===== config.mk =====
export PLATFORM = sky130hd
export DESIGN_NAME = param_bound_flasher
export DESIGN_NICKNAME = d
export VERILOG_FILES = /design/src/rtl/param_bound_flasher.sv
export SDC_FILE = /design/constraint.sdc
export NUM_CORES = 1
export LEC_CHECK = 0
export CORE_MARGIN = 3
export CORE_UTILIZATION = 54
export DETAILED_ROUTE_END_ITERATION = 8
export PLACE_DENSITY = 0.84
export SETUP_SLACK_MARGIN = 0.02
export SLEW_MARGIN = 10
export SYNTH_ARGS = -nofsm -noshare
export SYNTH_HDL_FRONTEND = slang
export SYNTH_SLANG_ARGS = --single-unit

===== constraint.sdc =====
create_clock -name clk -period 3.03 [get_ports clk]
set_input_delay 0.303 -clock clk [delete_from_list [all_inputs] [get_ports clk]]
set_output_delay 0.303 -clock clk [all_outputs]
set_load 0.03 [all_outputs]

===== src/rtl/param_bound_flasher.sv =====
// param_bound_flasher: three-bound up/down thermometer lamp sweep with flick kickback; `PARAM_BOUND_FLASHER_BLINK_EN adds an end-of-sequence blink burst.
module param_bound_flasher #(
  parameter int WIDTH       = 16,
  parameter int BOUND1      = 5,
  parameter int BOUND2      = 10,
  parameter int BLINK_COUNT = 2
) (
  input  logic             clk,
  input  logic             reset_n,
  input  logic             flick,
  output logic [WIDTH-1:0] light,
  output logic             busy
);
  localparam int LW = $clog2(WIDTH + 1);
  localparam logic [LW-1:0] B1 = LW'(BOUND1);
  localparam logic [LW-1:0] B2 = LW'(BOUND2);
  localparam logic [LW-1:0] WD = LW'(WIDTH);
  if (WIDTH < 3 || BOUND1 < 1 || BOUND1 >= BOUND2 || BOUND2 >= WIDTH || BLINK_COUNT < 1) begin : g_bad_params
    $error("param_bound_flasher: illegal parameter set");
  end
  typedef enum logic [2:0] {IDLE, UP1, DOWN1, UP2, DOWN2, UP3, DOWN3, BLINK} state_t;
  state_t state, state_nx;
  logic [LW-1:0] level, level_nx, inc, dec;
  logic [WIDTH-1:0] therm;
  assign inc = level + 1'b1;
  assign dec = level - 1'b1;
  assign busy = state != IDLE;
`ifdef PARAM_BOUND_FLASHER_BLINK_EN
  localparam int CW = $clog2(2 * BLINK_COUNT + 1);
  logic [CW-1:0] blink_cnt, blink_cnt_nx;
  logic phase, phase_nx;
  always_ff @(posedge clk or negedge reset_n)
    if (!reset_n) begin
      blink_cnt <= '0;
      phase     <= 1'b0;
    end else begin
      blink_cnt <= blink_cnt_nx;
      phase     <= phase_nx;
    end
  assign light = (state == BLINK) ? {WIDTH{phase}} : therm;
`else
  assign light = therm;
`endif
  always_ff @(posedge clk or negedge reset_n)
    if (!reset_n) begin
      state <= IDLE;
      level <= '0;
    end else begin
      state <= state_nx;
      level <= level_nx;
    end
  always_comb begin
    therm = '0;
    for (int i = 0; i < WIDTH; i++) therm[i] = int'(level) > i;
  end
  // Kickback checks the current level and wins over the normal step.
  always_comb begin
    state_nx = state;
    level_nx = level;
`ifdef PARAM_BOUND_FLASHER_BLINK_EN
    blink_cnt_nx = blink_cnt;
    phase_nx     = phase;
`endif
    case (state)
      IDLE: begin
        level_nx = flick ? LW'(1) : '0;
        state_nx = flick ? UP1 : IDLE;
      end
      UP1: begin
        level_nx = inc;
        state_nx = (inc == B1) ? DOWN1 : UP1;
      end
      DOWN1: begin
        level_nx = dec;
        state_nx = (dec == '0) ? UP2 : DOWN1;
      end
      UP2: begin
        level_nx = (level == B1 && flick) ? B1 - 1'b1 : inc;
        state_nx = (level == B1 && flick) ? DOWN1 : (inc == B2) ? DOWN2 : UP2;
      end
      DOWN2: begin
        level_nx = dec;
        state_nx = (dec == B1) ? UP3 : DOWN2;
      end
      UP3: begin
        level_nx = (level == B2 && flick) ? B2 - 1'b1 : inc;
        state_nx = (level == B2 && flick) ? DOWN2 : (inc == WD) ? DOWN3 : UP3;
      end
      DOWN3: begin
        level_nx = dec;
`ifdef PARAM_BOUND_FLASHER_BLINK_EN
        state_nx = (dec == '0) ? BLINK : DOWN3;
`else
        state_nx = (dec == '0) ? IDLE : DOWN3;
`endif
      end
`ifdef PARAM_BOUND_FLASHER_BLINK_EN
      BLINK: begin
        level_nx = '0;
        if (blink_cnt == CW'(2 * BLINK_COUNT - 1)) begin
          state_nx     = IDLE;
          blink_cnt_nx = '0;
          phase_nx     = 1'b0;
        end else begin
          blink_cnt_nx = blink_cnt + 1'b1;
          phase_nx     = ~phase;
        end
      end
`endif
      default: begin
        state_nx = IDLE;
        level_nx = '0;
      end
    endcase
  end
endmodule

# Yosys cells after proc, flatten, opt, wreduce, memory -nomap -nowiden
# Cells that the tools add are included.
# word_totals
ff_bits,8
input_bits,3
out_inout_bits,17
wordCells,52
# classes
add_sub_neg,2
order_cmp,16
eq_ne,12
muxes,14
reduce_logical,6
# op_table
cell,count
greater-than comparator 5 x 4 -> 1 bit (second input constant),8
case mux 5 bit (5 select lines),1
case mux 3 bit (7 select lines),1
greater-than comparator 5 x 3 -> 1 bit (second input constant),4
== test 5 x 3 -> 1 bit (second input constant),3
== test 5 x 4 -> 1 bit (second input constant),2
greater-than comparator 5 x 1 -> 1 bit (second input constant),2
greater-than comparator 5 x 2 -> 1 bit (second input constant),2
2-to-1 mux 5 bit,2
== test 3 bit (second input constant),3
2-to-1 mux 3 bit,3
== test 3 x 2 -> 1 bit (second input constant),2
2-to-1 mux 2 bit,3
adder 5 x 1 -> 5 bit (second input constant),1
== test 5 bit (second input constant),1
logical NOT 5 bit,1
subtractor 5 x 1 -> 5 bit (second input constant),1
2-to-1 mux 1 bit,4
== test 3 x 1 -> 1 bit (second input constant),1
logical NOT 3 bit,1
nonzero test 3 bit,1
OR reduction 3 bit,1
logical AND 1 bit,2

# Depth between registers and ports, before layout
# Gate-level depths: netlist of run 1.
# depth
ltp_word,5
mapped_depth,9
mapped_depth_nobuf,8

# Least setup slack after synthesis of run 1
# OpenSTA, ideal clock, no wires.
# synth_timing
path_type,flip-flop to output port
from,register level[0]
to,output light[15]
arrival_ps,2023
required_time_ps,2727
path_slack_ps,704
stages_incl_launch_ff,5
path_buffers,1
cell_sequence,dfrtp_1 buf_2 nand3_2 o21ai_0 nor2b_1
# synth_between
elab_chain_len,1
# synth_lines
element,line_no,text
start: declaration,23,"logic [LW-1:0] level, level_nx, inc, dec;"
start signal: assignment,50,level <= level_nx;
greater-than comparator 5 x 4 -> 1 bit,54,for (int i = 0; i < WIDTH; i++) therm[i] = int'(level) > i;
end: declaration,11,"output logic [WIDTH-1:0] light,"
# Every way passes these cells.

# Worst setup path in the final report of run 1
# Same ends and word-level chain as after synthesis.

==> flow_results.org, run 1 <==
** Logic synthesis
- The synthesized design contains 0 enable-type register cells.
- Yosys warning total :: 0
- Sequential share of the synthesized area :: between 20% and 30%
- Synth area leader :: sky130_fd_sc_hd__dfrtp_1
- Summing every instance area after synthesis gives 937 sq um.
- Of all flip-flops after synthesis, the portion carrying an async set or reset was 100%.
- Most numerous cell in the Yosys netlist :: sky130_fd_sc_hd__nand2_1
- Synthesis produced a netlist with a net count of between 100 and 150.
- Yosys attributes the largest share of cell area to sky130_fd_sc_hd__dfrtp_1 21%, sky130_fd_sc_hd__ha_1 11%, sky130_fd_sc_hd__nand2_1 8.0%.
- In this run, synthesis produced a sequential element count of 8.
- In this run the mean area of a mapped cell was ~7.5 sq um.
- Prevailing post-synth register cell :: sky130_fd_sc_hd__dfrtp_1
- Counting every instance in the synthesized netlist gives around 130.
- Synth cell count leaders :: 20 x sky130_fd_sc_hd__nand2_1, 14 x sky130_fd_sc_hd__o21ai_0, 8 x sky130_fd_sc_hd__dfrtp_1, 8 x sky130_fd_sc_hd__ha_1, 8 x sky130_fd_sc_hd__nor2_1
- Synthesis instantiated 43 different standard cells from the library.
- Share of the synthesized area in the top cell type :: 21.4%

** Global route
- Overall track demand over capacity in global routing :: 24.4%
- Maximum number of pins on one net before global-route repair :: 17
- Global routing finished with a remaining overflow of 0.
- The initial antenna violation count came to 0.
- Vias in the first global route :: 870
- First-pass GRT wire length :: 3970 um

** Final layout
- Final antenna diode count :: 0
- Finished layout cell area :: 1130 sq um
- The area growth from synthesis to layout is 20.8%.
- Proportion of layout cells with a drive suffix above 1 :: 7.14%
- Net total in the final layout :: 153

** Placed design
- Worst slack at placement :: around 700 ps
- Global placer's final weighted congestion :: between 0.9 and 1
- In this run the cell area measured after placement is 1110 sq um.
- Detailed placement ended at an HPWL of 1940 um.
- In this run the tool buffered the top-level ports with 19 buffer cells.

** Clocking
- CTS clock-pin slew for the worst setup and hold paths :: ~50 ps
- In this run the number of H-tree levels came out at 1.
- No sink is reached through more buffers than the 2 on the longest clock path.
- CTS placed an instance of sky130_fd_sc_hd__clkbuf_4 at the clock tree root.
- Clk sinks :: 8
- TritonCTS clock tree :: done
- Hold Buf Count CTS :: 0
- Buffers added to address setup during post-CTS repair amount to 0.
- Number of clock buffers inserted by TritonCTS :: 3
- Clock latency at the later pin of the worst-skew pair :: 260 ps
- Post-cts repair resize count :: 0

** Status
- The run finished with clean final reports.

** Drt
- Routed WL per cell :: 16.0 um
- Via density :: 6.67
- The detailed router finished its first iteration with 98 violations.
- Wires add up to approximately 2500 um.
- The detail route stage leaves a number of antenna-violating nets equal to 0.
- The routed layout has ~1.0k vias.
- TritonRoute pass-1 iters :: 5
- For this run, design rule violations remaining after detail routing come to 0.

** STA
- Setup repair after global routing left no endpoint under its margin.
- Setup total negative slack on the finished layout was measured at 0 ps.
- After layout, the minimum clock period comes to 2600 ps.
- Headroom to the max-slew limit :: 65.0%
- Hold violation count in the final report :: 0
- For this run, the top clock speed supported by timing is 384 MHz.
- Final worst setup slack :: 428 ps
- Transition time at the pin with the least slew margin :: 526 ps
- The number of pins exceeding their max-slew limit in the final report came to 0.
- Final number of setup-violating endpoints :: 0
- Clock Skews :: ~4.2 ps
- Dividing the final minimum period by the clock period gives a little under nine tenths.

** Critical path
- The worst setup path is of the reg2out kind.
- The worst setup path is launched from a register.
- STA puts the critical path data required time at 2730 ps.
- For the worst flop-to-flop path, the logic depth is 8.
- In this run the register-to-register setup slack is 700 ps.
- Worst-path fanout max :: 13
- CP Capture Type :: output port
- Worst path arrival time :: 2300 ps

** Worst hold path
- Class of the worst hold path :: in2async

** Die
- Effective utilization at floorplan :: about three fifths
- Row count :: 14
- The die covers ~2300 sq um.
- Measured along the x axis, the die boundary spans roughly 48 um.
- Standard cell core area :: between 1500 and 2000 sq um
- In this run the vertical extent of the chip is 47.7 um.
- Number of top-level pins :: 20

** Run
- Max-cap violations :: 0
-- layout by cell type, fill, tap and decap left out, types with 2 or more instances in the layout --
cell / count
sky130_fd_sc_hd__clkdlybuf4s50_1: 19
sky130_fd_sc_hd__and3_1: 2
sky130_fd_sc_hd__nor2_1: 8
sky130_fd_sc_hd__nand2b_1: 3
sky130_fd_sc_hd__nor2b_1: 4
sky130_fd_sc_hd__a21oi_1: 3
sky130_fd_sc_hd__nand3_1: 3
sky130_fd_sc_hd__inv_1: 5
sky130_fd_sc_hd__nand2_1: 20
sky130_fd_sc_hd__clkbuf_4: 3
sky130_fd_sc_hd__o21ai_0: 14
sky130_fd_sc_hd__a41oi_1: 2
sky130_fd_sc_hd__o2bb2ai_1: 2
sky130_fd_sc_hd__nor3_1: 2
sky130_fd_sc_hd__ha_1: 8
sky130_fd_sc_hd__o31ai_1: 3
sky130_fd_sc_hd__dfrtp_1: 8
sky130_fd_sc_hd__nand4_1: 6
sky130_fd_sc_hd__xnor2_1: 2
-- flip-flops by register name, summed over array words and instances, names as in the netlist --
register / count
state: 3
level: 5
-- layer usage --
layer | GRT usage, % | share of wire [%] | up-vias
met1 | 33.3 | 42 | 470
met3 | 8.27 | 11 | 8
li1 | - | - | 484
met4 | 6.45 | 1.4 | 0
met5 | 0 | 0 | -
met2 | 36.9 | 45 | 78
-- layout make-up --
class,instances,area [sq um]
clock buffers,3,22.5
fillers,125,444
inverters,6,22.5
multi-input cells,104,677
flip-flops and latches,8,200
well taps,16,20.0
repair buffers,19,190
-- per-stage QoR --
stage,cells,util [%],hold slack [ps]
2_1_floorplan,125,-,7.41
3_3_place_gp,153,70.4,608
3_5_place_dp,153,70.4,609
4_1_cts,156,71.8,339
5_1_grt,156,71.8,344
6_report,156,71.8,335
-- final timing paths --
kind / from / endpoint
max in group asynchronous: reset_n / level[3]
min reg2reg: state[1] / state[1]
max reg2reg: level[0] / state[1]
min: reset_n / state[1]
min in group clk: state[1] / state[1]
max: level[0] / light[15]
-- kinds of logic after synthesis --
| logic type | after synthesis | share of synthesized area (%) |
|---|---|---|
| AO/OA/AOI/OAI | 37 | 27.0 |
| flip-flops | 8 | 21.4 |
| adder cells (fa/ha/maj) | 8 | 10.7 |
| AND/OR/NAND/NOR | 55 | 29.2 |
| buffers and inverters | 13 | 6.41 |
| XOR/XNOR | 4 | 5.34 |
-- worst max-delay path, stage by stage, from the launching register on --
cell                              delay (ps)
sky130_fd_sc_hd__dfrtp_1                 520
sky130_fd_sc_hd__ha_1                    370
sky130_fd_sc_hd__and3_1                  220
sky130_fd_sc_hd__ha_1                    170
sky130_fd_sc_hd__nor2b_1                 100
sky130_fd_sc_hd__clkdlybuf4s50_1         670
Power of run 1 is left out: the tool's default activity adds up to more than one toggle a clock period on the data nets, which glitch-free logic cannot reach.
==> run 2, diff against run 1 <==
==> constraint.sdc (replaced) <==
create_clock -name clk -period 3.25 [get_ports clk]
set_input_delay 0.325 -clock clk [delete_from_list [all_inputs] [get_ports clk]]
set_output_delay 0.325 -clock clk [all_outputs]
set_load 0.03 [all_outputs]
==> run 2 against run 1 <==
Sequential cell count unchanged; setup slack better by 180 ps; critical path depth unchanged; via count down 0.48%; global-route usage down 0.17 points; non-clock buffer count unchanged; final area unchanged; clock skew up 1.6 ps; cell count unchanged.
==> flow_results.org, run 2 (synthesis gave the netlist of run 1 again) <==
** STA
- In this run the tightest slew margin relative to its limit is 63.9%.
- Worst slack on hold paths :: between 300 and 400 ps
- Adding up every negative setup slack in the final design gives 0 ps.
- The clock period could shrink to about 2600 ps.
- Final number of setup-violating endpoints :: 0
- Setup repair after global routing left no endpoint under its margin.
- The clock arrives with 5.81 ps of skew.
- Timing would allow up to 379 MHz.
- Share of the clock period used by the worst path :: 81.2%
- Transition time at the pin with the least slew margin :: 541 ps
- Hold violation count in the final report :: 0
- The number of pins exceeding their max-slew limit in the final report came to 0.

** Critical path
- CP Capture Type :: output port
- Worst-path fanout max :: 13
- Cell chain of the critical path :: ha_1, and3_1, ha_1, nor2b_1, clkdlybuf4s50_1
- The worst register-to-register path begins at level[0].
- The worst setup path is launched from a register.
- The number of buffers and inverters on the critical path is 1.
- Among the stages of the critical path, the cell type that occurs most often is sky130_fd_sc_hd__ha_1.
- Minimum setup slack among reg-to-reg paths :: about 860 ps
- At the worst endpoint, the arrival time is 2310 ps.
- Worst setup path class :: reg2out
- Count of cells along the worst register-to-register path :: 8
- R2R Path End :: state[1]
- The cell family contributing the most delay on the critical path is buffers and inverters.
- The largest single stage delay on the critical path is roughly 700 ps.
- Slowest CP cell :: sky130_fd_sc_hd__clkdlybuf4s50_1
- At the worst endpoint, the required time is 2920 ps.

** Placed design
- At the end of routability-driven placement, the weighted congestion stood at 0.908.
- In this run the tool buffered the top-level ports with 19 buffer cells.
- Placed Area :: 1110 sq um
- Final HPWL DP :: 1920 um

** Clocking
- Clk sinks :: 8
- Root buffer cell :: sky130_fd_sc_hd__clkbuf_4
- Buffers from clock root to sink, at most :: 2
- Post-cts repair resize count :: 0
- Once the clock tree was built, the setup fixing pass inserted 0 buffers.
- In this run, CTS created clock tree buffers numbering 3.
- H-tree Lvls :: 1
- CTS clock-pin slew for the worst setup and hold paths :: about 50 ps
- Buffers inserted to repair hold after CTS numbered 0.
- TritonCTS built the clock tree.
- For the worst-skew pair, the clock arrives at the later sink with an insertion delay of around 250 ps.

** Drt
- For this run, the detailed router's first-pass iteration total came to 4.
- The final layout contains routed wiring with a total length of 2460 um.
- The final route contains between 1k and 1.5k vias.
- Initial detailed-routing violation count :: 54
- After detailed routing, the number of remaining DRC violations is 0.
- In the final routed layout, each cell accounts on average for 15.8 um.
- Once detail routing completed, the nets flagged for antenna violations numbered 0.
- Via density :: 6.63

** Final layout
- The repair_antennas step left the layout with diodes totalling 0.
- After routing the design area is 1130 sq um.
- level holds more flip-flops than any other register.
- Max reg flops :: 5
- Proportion of layout cells with a drive suffix above 1 :: 7.14%
- Leading cell type in the layout, fill and taps excluded :: sky130_fd_sc_hd__nand2_1
- Most used cells in the layout excluding fill and tap cells :: 20 x sky130_fd_sc_hd__nand2_1, 19 x sky130_fd_sc_hd__clkdlybuf4s50_1, 14 x sky130_fd_sc_hd__o21ai_0
- The net count of the finished layout is 153.
- Area growth syn-to-layout :: 20.8%
- Top Registers :: level: 5 flops, state: 3 flops

** Global route
- Maximum number of pins on one net before global-route repair :: 17
- The initial antenna violation count came to 0.
- The first global-routing pass estimated 3980 um of wire.
- Global route total overflow :: 0
- Overall track demand over capacity in global routing :: 24.2%
- Vias in the first global route :: 891

** Die
- The floorplan has 14 rows.
- Once the floorplan was initialized, standard cells occupied 59.4% of the core.
- The die is 47.7 um tall.
- Standard cell core area :: approximately 1600 sq um
- Chip width :: 47.7 um
- Area of the die :: 2270 sq um
- Number of top-level pins :: 20

** Run
- The tool flagged a number of max-cap violations equal to 0.

** Worst hold path
- Class of the worst hold path :: in2async

** Status
- The run finished with clean final reports.
## run 2: cell counts in the layout (fill, tap and decap cells not counted)
No cell type changed its count.
## run 2: final cells by class
cell class	count	area, sq um
Inverter	6	22.5
Clock buffer	3	22.5
Sequential cell	8	200
Timing Repair Buffer	19	190
Multi-Input combinational cell	104	677
Fill cell	122	444
Tap cell	16	20.0
## run 2: worst max path at each step
stage | to | depth (start not counted) | slack [ps] | startpoint
detailed placement | light[15] | 5 | 870 | level[0]
finish | light[15] | 5 | 610 | level[0]
global placement | light[15] | 5 | 950 | level[0]
floorplan | light[15] | 4 | 900 | level[0]
CTS | light[15] | 5 | 590 | level[0]
global route | light[15] | 5 | 480 | level[0]
## run 2: through the flow
stage               setup WS (ps)  util, %  std cells
CTS                           591     71.8        156
finish                        611     71.8        156
detailed placement            869     70.4        153
floorplan                     902        -        125
global route                  482     71.8        156
global placement              946     70.4        153
## run 2: worst reg2reg max path, stage by stage, from the launching register on
cell	delay [ps]
sky130_fd_sc_hd__dfrtp_1	520
sky130_fd_sc_hd__ha_1	370
sky130_fd_sc_hd__and3_1	220
sky130_fd_sc_hd__ha_1	370
sky130_fd_sc_hd__nand2_1	100
sky130_fd_sc_hd__o211a_1	230
sky130_fd_sc_hd__a211oi_2	190
sky130_fd_sc_hd__o21ai_1	90
sky130_fd_sc_hd__a21o_1	190
## run 2: per-layer routing
metal	vias to the layer above	part of all wire, %	GRT usage (%)
li1	489	-	-
met1	466	41	32.5
met2	72	46	38.2
met3	8	11	7.14
met4	0	1.7	5.91
met5	-	0	0
Power of run 2 is left out for the same reason.
==> run 3, diff against run 2 <==
--- a/config.mk
+++ b/config.mk
@@ -6,9 +6,9 @@
 export NUM_CORES = 1
 export LEC_CHECK = 0
 export CORE_MARGIN = 3
-export CORE_UTILIZATION = 54
+export CORE_UTILIZATION = 45
 export DETAILED_ROUTE_END_ITERATION = 8
-export PLACE_DENSITY = 0.84
+export PLACE_DENSITY = 0.75
 export SETUP_SLACK_MARGIN = 0.02
 export SLEW_MARGIN = 10
 export SYNTH_ARGS = -nofsm -noshare
==> constraint.sdc (replaced) <==
create_clock -name clk -period 2.2 [get_ports clk]
set_input_delay 0.22 -clock clk [delete_from_list [all_inputs] [get_ports clk]]
set_output_delay 0.22 -clock clk [all_outputs]
set_load 0.03 [all_outputs]
==> run 3 against run 2 <==
Critical path depth increased by 3; global-route usage fell by 2.0 points; hold slack lost 130 ps; clock skew increased by 13 ps; clock-buffer cell count did not move; die area grew 17%; via count rose by 0.87%; setup slack worse by 470 ps.
==> flow_results.org, run 3 (synthesis gave the netlist of run 1 again) <==
** Status
- The run finished with clean final reports.

** Die
- The floorplan has 15 rows.
- Standard cell core area :: 1840 sq um
- For this design the top-level I/O count stands at 20.
- The initial utilization of the core area, before any placement, comes to 51.0%.
- Vertical die dimension :: 51.6 um
- Area of the die :: 2670 sq um
- Chip width :: 51.6 um

** Drt
- DR top layer :: met4
- Wire segments on met2 add up to 1230 um in the final route.
- Via density :: 6.00
- Number of nets still failing antenna checks after routing :: 0
- Final wirelength :: 2730 um
- Routed WL per cell :: 15.7 um
- For this run, the detailed router's first-pass iteration total came to 4.
- Post-route met1 wirelength :: 1220 um
- For this run, design rule violations remaining after detail routing come to 0.
- Count of vias placed by the detailed router :: 1,044
- Routed wl met3 :: between 200 and 250 um
- Initial detailed-routing violation count :: 44

** Final layout
- Counting flops per register, the top entry is level.
- Compared with the post-synthesis result, the final layout area differs by 29.1%.
- Layout filler cell count :: ~190
- Leading cell type in the layout, fill and taps excluded :: sky130_fd_sc_hd__nand2_1
- The sequential cells in the finished layout cover a total of 203 sq um.
- Net total in the final layout :: 162
- Of the cells placed in the final design, the portion with a size suffix greater than 1 is 14.8%.
- Max reg flops :: 5
- The number of antenna diodes in the final layout is 0.
- The largest registers in the layout are level: 5 flops, state: 3 flops.
- Most used cells in the layout excluding fill and tap cells :: 20 x sky130_fd_sc_hd__nand2_1, 12 x sky130_fd_sc_hd__o21ai_0, 10 x sky130_fd_sc_hd__buf_4
- In the final layout, the multi-input gates occupy 677 sq um.

** Power
- Power spread over the standard cell area amounts to 1790 nW/um^2.
- Across the VDD grid, the largest voltage drop is 1060 uV.
- The analysis attributes to cell leakage a power of 0.598 nW.

** STA
- For this run, the top clock speed supported by timing is 486 MHz.
- Worst slack on hold paths :: 226 ps
- Transition time at the pin with the least slew margin :: 401 ps
- Accumulated negative setup slack :: 0 ps
- Setup violations remaining at the end of the flow were counted as 0.
- The routed design could run at a clock period as short as approximately 2000 ps.
- Number of pins exceeding their max-slew limit in the final report :: 0
- Unrepaired setup endpoints after global routing :: false
- Clock Skews :: 18.4 ps
- Headroom to the max-slew limit :: between 70 and 80%
- Share of the clock period used by the worst path :: between 90 and 100%
- Hold violation count in the final report :: 0

** Global route
- The number of global-route vias before repair was 942.
- Number of antenna violations at the first check in global routing :: 0
- Maximum number of pins on one net before global-route repair :: 14
- For this run the aggregate overflow at the end of global routing stands at 0.
- The first global-routing pass estimated 4460 um of wire.
- Across every metal layer, demand over resource in global routing totals 22.2%.

** Placed design
- At the end of routability-driven placement, the weighted congestion stood at 0.916.
- Once detailed placement completed, the half-perimeter wirelength came to 2110 um.
- Port bufs :: 19

** Clocking
- In this run the post-CTS setup repair buffer count came out at 0.
- TritonCTS clock tree :: done
- Buffers from clock root to sink, at most :: 2
- TritonCTS created 3 clock buffers.
- After clock tree synthesis, the flow added hold-fix buffers numbering 0.
- Clock latency at the later pin of the worst-skew pair :: 280 ps
- CTS saw 8 sinks.
- In this run the number of H-tree levels came out at 1.
- Clock-pin slew was measured on the worst setup and hold paths at approximately 70 ps.
- Root buffer cell :: sky130_fd_sc_hd__clkbuf_4

** Critical path
- Startpoint of the most critical register-to-register path :: level[1]
- Count of cells along the worst register-to-register path :: 8
- The worst setup path is captured at a register.
- Startpoint type of the worst setup path :: register
- Slowest CP cell :: sky130_fd_sc_hd__dfrtp_2
- Capturing element of the worst setup path :: state[1]
- The setup check on the worst reg-to-reg path leaves a slack of approximately 140 ps.
- The critical path in this run is classified as reg2reg.
- For this run, the slowest stage of the critical path takes 480 ps.
- The worst register-to-register path ends at state[1].
- Worst-path fanout max :: 10
- Among the stages of the critical path, the cell type that occurs most often is sky130_fd_sc_hd__ha_1.
- Data arrives at the worst endpoint at around 2200 ps.
- At the worst endpoint, the required time is 2350 ps.
- Cell chain of the critical path :: ha_1, and3_1, ha_1, nand2_1, o211a_1, a211oi_2, o21ai_1, a21o_1
- The critical path starts at level[1].

** Run
- The tool flagged a number of max-cap violations equal to 0.

** Worst hold path
- The min-delay analysis places its worst path in the category in2async.
==> run 3: cell types whose count changed in the layout (fill, tap and decap cells not counted) <==
cell,before,now
sky130_fd_sc_hd__buf_4,0,10
sky130_fd_sc_hd__clkdlybuf4s50_1,19,5
sky130_fd_sc_hd__dfrtp_1,8,6
sky130_fd_sc_hd__dfrtp_2,0,2
sky130_fd_sc_hd__dlygate4sd2_1,0,9
sky130_fd_sc_hd__dlymetal6s2s_1,0,4
sky130_fd_sc_hd__o21ai_0,14,12
sky130_fd_sc_hd__o21ai_1,1,3
==> run 3: how the worst min path moves through the flow <==
stage,endpoint,slack (ps),startpoint,cells after the start
floorplan,level[0],-80,reset_n,0
global placement,level[2],540,reset_n,1
detailed placement,state[1],530,reset_n,1
CTS,level[4],240,reset_n,1
global route,level[4],240,reset_n,1
finish,level[4],230,reset_n,1
==> run 3: area by class of cell <==
class	count	share of cell area, %
Inverter	6	1.86
Timing Repair Buffer	28	21.0
Clock buffer	3	1.86
Tap cell	25	2.59
Sequential cell	8	16.8
Multi-Input combinational cell	104	55.9
==> run 3: worst max-delay path: cells and delay by family, from the launching register on <==
kind            cells  cell delay, ps
simple gates        2             250
fa+ha+maj           2             500
flops               1             480
compound gates      4             710
==> run 3: where the power goes <==
part | switching, mW | internal [mW]
Combinational | 1.02 | 0.652
Sequential | 0.161 | 0.214
Clock | 0.0588 | 0.0629
==> run 3: what timing repair did <==
item / in CTS / in global routing
pin swaps: 0 / 0
resized for setup: 11 / 5
endpoints found under the setup margin: 12 / 6
==> run 3: metal layers <==
metal	track usage (%)	up-vias
li1	-	502
met3	6.30	5
met1	28.9	478
met4	6.99	0
met5	0	-
met2	35.4	59
==> run 3: through the flow <==
| stage | setup WS, ps | cell area [sq um] | utilization [%] | power, mW | instances |
|---|---|---|---|---|---|
| floorplan | 110 | 937 | - | 1.47 | 125 |
| global placement | 175 | 1190 | 64.5 | 2.08 | 171 |
| detailed placement | 155 | 1190 | 64.5 | 2.08 | 171 |
| CTS | 34.9 | 1200 | 65.2 | 2.15 | 174 |
| global route | 40.9 | 1210 | 65.8 | 2.33 | 174 |
| finish | 142 | 1210 | 65.8 | 2.17 | 174 |
(Power assumes the default switching activity.)
==> RTL change (config.mk and constraints of run 3) <==
Register the outputs `light` and `busy`, with the module's reset; this adds one clock of latency there.
--- a/src/rtl/param_bound_flasher.sv
+++ b/src/rtl/param_bound_flasher.sv
@@ -25,5 +25,13 @@
   assign inc = level + 1'b1;
   assign dec = level - 1'b1;
-  assign busy = state != IDLE;
+  always_ff @(posedge clk or negedge reset_n) begin
+    if (!reset_n) begin
+      light <= '0;
+      busy  <= '0;
+    end else begin
+      light <= therm;
+      busy  <= state != IDLE;
+    end
+  end
 `ifdef PARAM_BOUND_FLASHER_BLINK_EN
   localparam int CW = $clog2(2 * BLINK_COUNT + 1);
@@ -40,5 +48,4 @@
   assign light = (state == BLINK) ? {WIDTH{phase}} : therm;
 `else
-  assign light = therm;
 `endif
   always_ff @(posedge clk or negedge reset_n)
Check against the original RTL: not equivalent (a bounded check fails within 4 cycles, from zero or initial values and one cycle with reset_n low).
==> RTL change against run 3 <==
Cell area up 43%. Total power is 33% higher. Clock skew decreased by 0.016 ns. Fmax down 0.76%. Synthesized cell count grew 19%. Die area up 41%. Worst hold slack better by 0.0037 ns. Setup slack worse by 0.016 ns. Wire length rose by 21%. Sequential cell count grew 17. First-iteration DRC count decreased by 11%. Area after synthesis is 47% higher. Sequential power is 110% higher.
==> RTL change: results (changes against run 3) <==
| Metric | Value |
|---|---|
| Commonest cells in the netlist | 25 x dfrtp_1, 15 x nand2_1, 15 x nor2_1 |
| Leakage | 0.716 nW (+20%) |
| GR Layer Usage met3 | 2.52% (-3.8 points) |
| Grt met1 use | 23.7% (-5.2 points) |
| First-pass GRT wire length | 5230 um (+17%) |
| Peak supply drop | 0.000714 V (-32%) |
| First-iteration detailed-routing DRC count | 39 (-11%) |
| Worst-path clk slew | 0.13 ns (+0.06 ns) |
| CP Data Arrival Time | 2.27 ns (+0.06 ns) |
| R2r setup slk | 0.13 ns (-0.02 ns) |
| Vias in the first global route | 1,146 (+22%) |
| Worst R2R End | state[2]$_DFF_PN0_ |
| Max transition margin | 68.2% (-5.1 points) |
| Top cells by area, synth | dfrtp_1 45%, ha_1 6.3%, o21ai_0 5.1% |
| GRT Resource Usage Total | 19.0% (-3.3 points) |
| Status | complete, no violations |
| Final HPWL DP | 2370 um (+13%) |
| WHS | 0.230 ns (+0.00372 ns) |
| Syn_nets | 159 (+17%) |
| Largest regs | light x16, level x5, state x3 |
| Seq/Total Area, Yosys | 45.3% (+24 points) |
| Total number of vias | 1,270 (+22%) |
| CP max stage cell | or4_1 |
| Worst Skew | 0.00279 ns (-0.0156 ns) |
| Netlist cell types | 40 (-7.0%) |
| Total Wirelength | 3320 um (+21%) |
| Critical path peak fanout | 18 (+8) |
| Post_cts resized | 0 (-11) |
-- RTL change: layout make-up --
type	count	area [sq um]
fillers	247	1100
multi-input cells	108	721
flip-flops and latches	25	626
repair buffers	31	288
well taps	31	38.8
clock buffers	4	26.3
inverters	7	26.3
-- RTL change: metal layers --
layer	part of all wire [%]	up-vias
met5	0	-
met4	2.1	0
met3	8.4	9
met2	50	69
met1	40	600
li1	-	592
-- RTL change: worst max-delay path by stage --
stage | to | slack (ns) | depth (start not counted)
after global placement | state[2]$_DFF_PN0_ | 0.07 | 8
after floorplan | state[1]$_DFF_PN0_ | 0.09 | 8
after global routing | state[0]$_DFF_PN0_ | 0.003 | 8
after CTS | state[2]$_DFF_PN0_ | 0.02 | 8
after detailed placement | state[2]$_DFF_PN0_ | 0.03 | 8
final | state[2]$_DFF_PN0_ | 0.13 | 8
-- RTL change: stage by stage --
step / utilization [%] / setup slack (ns) / cells
5_1_grt: 61.0 / 0.00269 / 206
3_5_place_dp: 58.5 / 0.0316 / 202
3_3_place_gp: 58.5 / 0.0681 / 202
2_1_floorplan: - / 0.0850 / 149
6_report: 61.0 / 0.126 / 206
4_1_cts: 59.4 / 0.0211 / 206
-- RTL change: cell families (layout without fill, tap and decap cells) --
logic type	Yosys count	count (layout)	share of synthesized area (%)
AO/OA/AOI/OAI	46	46	21.9
XOR/XNOR	3	3	2.45
adder cells (fa/ha/maj)	7	7	6.35
buffers and inverters	16	42	5.08
flip-flops	25	25	45.3
AND/OR/NAND/NOR	52	52	18.9
-- RTL change: power breakdown --
group | internal, mW | total, mW | switching [mW] | leakage [nW]
Sequential | 0.664 | 0.785 | 0.121 | 0.285
Combinational | 0.753 | 1.89 | 1.14 | 0.416
Clock | 0.0713 | 0.211 | 0.139 | 0.0150
